===== src/rtl/postinc_feeder_if.sv =====
// postinc_feeder_if: request/load/drain bundle for postinc_feeder.
// The optional sat signal is present only when POSTINC_FEEDER_SATURATE_EN is defined.
interface postinc_feeder_if #(
    parameter int WIDTH = 4
);
    logic             req_valid;
    logic             req_ready;
    logic             load;
    logic [WIDTH-1:0] load_val;
    logic             out_valid;
    logic             out_ready;
    logic [WIDTH-1:0] out_data;
    logic [WIDTH-1:0] cnt;
`ifdef POSTINC_FEEDER_SATURATE_EN
    logic             sat;

    // Producer side drives requests and drains the FIFO.
    modport master (
        output req_valid, load, load_val, out_ready,
        input  req_ready, out_valid, out_data, cnt, sat
    );

    // The feeder block itself.
    modport slave (
        input  req_valid, load, load_val, out_ready,
        output req_ready, out_valid, out_data, cnt, sat
    );
`else
    // Producer side drives requests and drains the FIFO.
    modport master (
        output req_valid, load, load_val, out_ready,
        input  req_ready, out_valid, out_data, cnt
    );

    // The feeder block itself.
    modport slave (
        input  req_valid, load, load_val, out_ready,
        output req_ready, out_valid, out_data, cnt
    );
`endif
endinterface


===== src/rtl/postinc_feeder.sv =====
// postinc_feeder: registered post-increment counter feeding a small FIFO.
// Each accepted request enqueues the pre-increment count and then bumps it.
// Optional feature macro: POSTINC_FEEDER_SATURATE_EN (saturating increment plus sat output).
module postinc_feeder #(
    parameter int WIDTH = 4,
    parameter int DEPTH = 2
) (
    input logic          clk,
    input logic          rst,
    postinc_feeder_if.slave bus
);
    // Pointer width; DEPTH is a power of two so pointers wrap naturally.
    localparam int PW = (DEPTH > 1) ? $clog2(DEPTH) : 1;
    // Occupancy needs one extra bit to represent DEPTH itself.
    localparam int OW = $clog2(DEPTH) + 1;

    logic [DEPTH-1:0][WIDTH-1:0] mem;
    logic [PW-1:0]               wr_ptr;
    logic [PW-1:0]               rd_ptr;
    logic [OW-1:0]               occ;
    logic [WIDTH-1:0]            cnt_q;
    logic [WIDTH-1:0]            cnt_inc;
    logic                        ready;
    logic                        valid;
    logic                        push;
    logic                        pop;

    // Ready depends only on registered occupancy, never on out_ready.
    assign ready = (occ < OW'(DEPTH));
    assign valid = (occ != '0);
    assign push  = bus.req_valid & ready;
    assign pop   = valid & bus.out_ready;

    assign bus.req_ready = ready;
    assign bus.out_valid = valid;
    assign bus.out_data  = mem[rd_ptr];
    assign bus.cnt       = cnt_q;

`ifdef POSTINC_FEEDER_SATURATE_EN
    // Saturating step: all-ones sticks until a load moves it.
    assign cnt_inc = (cnt_q == '1) ? cnt_q : cnt_q + WIDTH'(1);
    assign bus.sat = (cnt_q == '1);
`else
    // Wrapping step: all-ones rolls over to zero.
    assign cnt_inc = cnt_q + WIDTH'(1);
`endif

    // Counter: load beats increment; a push alongside a load still enqueues the old value.
    always_ff @(posedge clk) begin
        if (rst) begin
            cnt_q <= '0;
        end else if (bus.load) begin
            cnt_q <= bus.load_val;
        end else if (push) begin
            cnt_q <= cnt_inc;
        end
    end

    // Storage: cleared on reset so out_data reads zero while reset is held.
    always_ff @(posedge clk) begin
        if (rst) begin
            mem <= '0;
        end else if (push) begin
            mem[wr_ptr] <= cnt_q;
        end
    end

    // Pointers advance independently and wrap modulo DEPTH.
    always_ff @(posedge clk) begin
        if (rst) begin
            wr_ptr <= '0;
            rd_ptr <= '0;
        end else begin
            if (push) wr_ptr <= wr_ptr + PW'(1);
            if (pop)  rd_ptr <= rd_ptr + PW'(1);
        end
    end

    // Occupancy tracks full/empty; simultaneous push and pop leave it unchanged.
    always_ff @(posedge clk) begin
        if (rst) begin
            occ <= '0;
        end else begin
            case ({push, pop})
                2'b10:   occ <= occ + OW'(1);
                2'b01:   occ <= occ - OW'(1);
                default: occ <= occ;
            endcase
        end
    end
endmodule


===== src/flat_wrapper.sv =====
// flat-port wrapper written by rule: the top's interface ports become plain ports
module postinc_feeder_flat 
#(
    parameter int WIDTH = 4,
    parameter int DEPTH = 2
)
  (clk, rst, bus_req_valid, bus_load, bus_load_val, bus_out_ready, bus_req_ready, bus_out_valid, bus_out_data, bus_cnt);
  postinc_feeder_if #(.WIDTH(WIDTH)) bus_i ();
  input logic clk;
  input logic rst;
  input wire logic [$bits(bus_i.req_valid)-1:0] bus_req_valid;
  input wire logic [$bits(bus_i.load)-1:0] bus_load;
  input wire logic [$bits(bus_i.load_val)-1:0] bus_load_val;
  input wire logic [$bits(bus_i.out_ready)-1:0] bus_out_ready;
  output wire logic [$bits(bus_i.req_ready)-1:0] bus_req_ready;
  output wire logic [$bits(bus_i.out_valid)-1:0] bus_out_valid;
  output wire logic [$bits(bus_i.out_data)-1:0] bus_out_data;
  output wire logic [$bits(bus_i.cnt)-1:0] bus_cnt;
  assign bus_i.req_valid = bus_req_valid;
  assign bus_i.load = bus_load;
  assign bus_i.load_val = bus_load_val;
  assign bus_i.out_ready = bus_out_ready;
  assign bus_req_ready = bus_i.req_ready;
  assign bus_out_valid = bus_i.out_valid;
  assign bus_out_data = bus_i.out_data;
  assign bus_cnt = bus_i.cnt;
  postinc_feeder #(.WIDTH(WIDTH), .DEPTH(DEPTH)) u_core (.clk(clk), .rst(rst), .bus(bus_i));
endmodule

===== config.mk =====
export PLATFORM = sky130hd
export DESIGN_NAME = postinc_feeder_flat
export DESIGN_NICKNAME = d
export VERILOG_FILES = /design/src/rtl/postinc_feeder_if.sv /design/src/rtl/postinc_feeder.sv /design/src/flat_wrapper.sv
export SDC_FILE = /design/constraint.sdc
export NUM_CORES = 1
export LEC_CHECK = 0
export ABC_AREA = 1
export ABC_CLOCK_PERIOD_IN_PS = 3650
export CAP_MARGIN = 25
export CORE_MARGIN = 3
export CORE_UTILIZATION = 50
export DETAILED_ROUTE_END_ITERATION = 12
export GPL_TIMING_DRIVEN = 0
export PLACE_DENSITY = 0.86
export SLEW_MARGIN = 20
export SYNTH_ARGS = -nofsm -noshare
export SYNTH_HDL_FRONTEND = slang
export SYNTH_SLANG_ARGS = --single-unit

===== constraint.sdc =====
create_clock -name clk -period 3.65 [get_ports clk]
set_input_delay 0.73 -clock clk [delete_from_list [all_inputs] [get_ports clk]]
set_output_delay 0.73 -clock clk [all_outputs]
set_load 0.02 [all_outputs]

# [After elaboration in Yosys (flattened, before gate mapping)]
# Cells that the tools add are included.
[word_totals] register_bits=16 output_inout_bits=10 elab_cells=31
[op_classes] n_addsub=5 order_cmp=4 eq_ne=2 mux=8 bitwise=2 n_reduce_logical=4
[op_table] op="two-way mux 4 bit" n=5
[op_table] op="bitwise mux 8 bit" n=1
[op_table] op="nonzero test 2 bit" n=3
[op_table] op="adder 4 x 1 -> 4 bit (second input constant)" n=1
[op_table] op="demux 4 bit (select 1 bit)" n=1
[op_table] op="less-than comparator 1 x 2 -> 1 bit (second input constant)" n=2
[op_table] op="case mux 2 bit (2 select lines)" n=1
[op_table] op="adder 1 bit (second input constant)" n=2
[op_table] op="adder 2 x 1 -> 2 bit (second input constant)" n=1
[op_table] op="AND 1 bit" n=2
[op_table] op="== test 2 x 1 -> 1 bit (second input constant)" n=1
[op_table] op="== test 2 bit (second input constant)" n=1
[op_table] op="less-than comparator 2 bit (second input constant)" n=1
[op_table] op="subtractor 2 x 1 -> 2 bit (second input constant)" n=1
[op_table] op="greater-or-equal comparator 1 bit (second input constant)" n=1
[op_table] op="logical AND 1 bit" n=1

# [Logic depth before layout (Yosys ltp)]
[logic_depth] depth_word=5 depth_mapped=7 depth_no_buf=7

# [Worst setup path before layout]
# OpenSTA, ideal clock, no wires.
[synth_timing] kind="register to output" from="reg u_core.rd_ptr" to="out bus_out_data[0]" t_arrival_ps=959 required_ps=2920 slack_ps=1961 path_stages_with_launch=3 n_path_buf=1 path_cell_list="dfxtp_1 > clkbuf_1 > o21ai_0"
[synth_between] elab_chain_cells=2
[synth_rtl] item="start: declaration" line="postinc_feeder.sv:19" rtl="logic [PW-1:0] rd_ptr;"
[synth_rtl] item="start signal: assignment" line="postinc_feeder.sv:75" rtl="if (pop) rd_ptr <= rd_ptr + PW'(1);"
[synth_rtl] item="two-way mux 4 bit (implied by the code) (2 in series)" line="postinc_feeder.sv:36" rtl="assign bus.out_data = mem[rd_ptr];"
[synth_rtl] item="end: declaration" line="flat_wrapper.sv:17" rtl="output wire logic [$bits(bus_i.out_data)-1:0] bus_out_data;"
# No other way between the ends. The select of a mux whose other input is x is not followed.

# [Worst setup path after layout]
# Same ends and word-level chain as after synthesis.

==> results.tsv <==
metric	value	unit
Lkg Pwr	0.435	nW
Seq/Total Area, Yosys	42.2	%
post-CTS setup buffers	0	
Detailed Place HPWL	1150	um
Clock Skews	1.05	ps
ANT nets after route	0	
gr ovfl total	0	
final sum of negative setup slack	0	ps
worst-path cell chain	clkbuf_1 > nand2_1 > o21ai_0 > clkdlybuf4s50_1	
number of synthesis warnings	0	
Post-CTS Hold Fix Bufs	0	
CTS tree	done	
full die area	0.00202	mm2
fill cell count	117	
GRT Util Overall	19.2	%
die width	44.9	um
Wirelength per Cell	11.5	um
Period Utilization, post-route	67.9	%
startpoint types	register	
kind of critical path	register to output port	
clock buffer depth	2	
DRT Pass-1 Iters	4	
Final setup viols	0	
stages on the worst setup path	4	
Seq cells post-synth	16	
Clock Latency Late Sink	290	ps
share of cells above drive strength 1	9.23	%
Starting Density	55.5	%
HP Class	register to register	
Slew @ Worst Pin	356	ps
via count	752	
Worst EP arrival	1750	ps
cts bufs inserted	3	
Buffers on Ports	18	
# diodes	0	
Syn Inst Count	108	
Worst Slack Setup Final	1170	ps
post-synthesis average cell area	7.02	um2
first-pass GRT wire length	2850	um
Final Max Tran Viols	0	
IR drop worst, VDD	0.000354	V
Flop pwr share	41.0	%
Sink Count	16	
num rows	13	
Logic pwr share	37.7	%
DP Cell Count	141	
post-CTS sizing	0	
Mapped Nets	119	
Worst R2R Path Depth	5	
number of global-route vias before repair	695	
Die Y-Extent	44.9	um
Netlist cell types	22	
PD cells	561	mW/mm2
Synth Cell Area	758	um2
endpoints failing hold	0	
DR iter-0 viols	22	
# DRC	0	
normalized max-slew margin	76.2	%
crit end category	output port	
Worst Hold Depth	2	
fin nets	142	
combined buffer and inverter count along the critical path	2	
Core Area	0.00137	mm2
family with the most delay on the worst path	buffers and inverters	
CP Max Fanout	10	
H-tree depth	1	
Via density	5.19	
RSZ-0062 raised after global routing	no	
DP Worst Slack	1500	ps
antenna violations before repair	0	
maximum capacitance violations	0	
CP max stage delay	640	ps
Crit-path slowest cell	clkdlybuf4s50_1	
sw frac	36.1	%
CTS root buffer	clkbuf_4	
fin crit period	2480	ps
Req. time, crit path	2920	ps
GPL Wtd Cong	0.735	
fin cells	145	
Clk pwr share	21.3	%
Int Power	0.000356	W
wirelength, routed	1660	um
largest net degree at the start of global routing	11	
clock-pin slew on the worst setup and hold paths	90	ps
# IOs	19	
Switch Pwr	0.000201	W
run status	finished, final reports clean	
fmax	404	MHz
Area growth, synth to finish	31.0	%
cell usage after synthesis:
library cell / count / area [um2]
clkbuf_1: 1 / 3.75
clkbuf_2: 1 / 5.00
nand4_1: 2 / 12.5
or2_2: 1 / 6.26
nand3_1: 4 / 20.0
dfxtp_1: 16 / 320
a21oi_1: 8 / 40.0
a31oi_1: 1 / 6.26
ha_1: 2 / 25.0
o21ai_0: 14 / 70.1
inv_1: 13 / 48.8
nor2_1: 16 / 60.1
nand2_2: 1 / 6.26
nand3b_1: 1 / 7.51
o21a_1: 1 / 7.51
nor3_1: 2 / 10.0
nor2_4: 1 / 11.3
o21ai_1: 1 / 5.00
inv_2: 2 / 7.51
nand2_1: 18 / 67.6
nor2_2: 1 / 6.26
nand2_4: 1 / 11.3
cell type report:
class	instances	area, um2	share of cell area [%]
repair buffers	18	180	18.1
multi-input cells	75	373	37.5
flip-flops and latches	16	320	32.2
clock buffers	4	36.3	3.65
well taps	15	18.8	1.89
inverters	15	56.3	5.67
plain buffers	2	8.76	0.882
state kept, by name (all words and copies together), names as in the netlist:
register / flops
u_core.occ: 2
u_core.wr_ptr: 1
u_core.rd_ptr: 1
u_core.bus.cnt: 4
u_core.mem: 8
cells in the final DEF, fill, tap and decap left out:
cell | netlist | layout
o21a_1 | 1 | 1
clkbuf_8 | 0 | 1
nor2_4 | 1 | 1
nor2_1 | 16 | 16
o21ai_1 | 1 | 1
nor3_1 | 2 | 2
a31oi_1 | 1 | 1
nand2_4 | 1 | 1
clkbuf_1 | 1 | 1
nand3b_1 | 1 | 1
nand4_1 | 2 | 2
inv_1 | 13 | 13
nand3_1 | 4 | 4
nand2_1 | 18 | 18
inv_2 | 2 | 2
or2_2 | 1 | 1
nand2_2 | 1 | 1
ha_1 | 2 | 2
a21oi_1 | 8 | 8
clkbuf_4 | 0 | 3
o21ai_0 | 14 | 14
nor2_2 | 1 | 1
dfxtp_1 | 16 | 16
clkdlybuf4s50_1 | 0 | 18
clkbuf_2 | 1 | 1
routing by layer:
layer	GRT usage [%]	vias up	part of all wire (%)
li1	-	393	-
met1	22.5	335	44
met2	32.2	20	49
met3	6.37	4	5.8
met4	7.02	0	1.1
met5	0	-	0
cells by family after synthesis:
logic type                 after synthesis  share of synthesized area [%]
and+or+nand+nor                         48                           28.9
AOI/OAI and AO/OA                       25                           17.0
buffers and inverters                   17                           8.58
DFF                                     16                           42.2
adders and majority gates                2                           3.30
worst register-to-register path, cell delays in order, from the launching register on:
cell     delay (ps)
dfxtp_1         370
o21a_1          230
ha_1            210
or2_2           280
a31oi_1         130
nor2_1           50
final timing paths:
check	from	endpoint	slack [ps]
setup reg to reg	u_core.occ[1]	u_core.occ[1]	2270
hold / removal	u_core.mem[1]	u_core.mem[1]	450
hold reg to reg	u_core.mem[1]	u_core.mem[1]	450
setup / recovery	u_core.rd_ptr	bus_out_data[0]	1170
metrics by stage:
stage	power, W	area (um2)	util (%)	hold slack (ps)
after global placement	0.000432	957	70.1	433
after detailed placement	0.000440	957	70.1	441
final	0.000557	993	72.7	448
after global routing	0.000593	993	72.7	486
after CTS	0.000560	993	72.7	456
after floorplan	0.000360	758	-	424
power groups by stage:
stage | Clock [W] | Sequential [W] | Combinational, W
detailed placement | 0 | 0.000231 | 0.000209
CTS | 0.000121 | 0.000228 | 0.000210
global placement | 0 | 0.000230 | 0.000202
floorplan | 0 | 0.000231 | 0.000130
global route | 0.000127 | 0.000232 | 0.000233
finish | 0.000119 | 0.000228 | 0.000210
(Power assumes the default switching activity.)
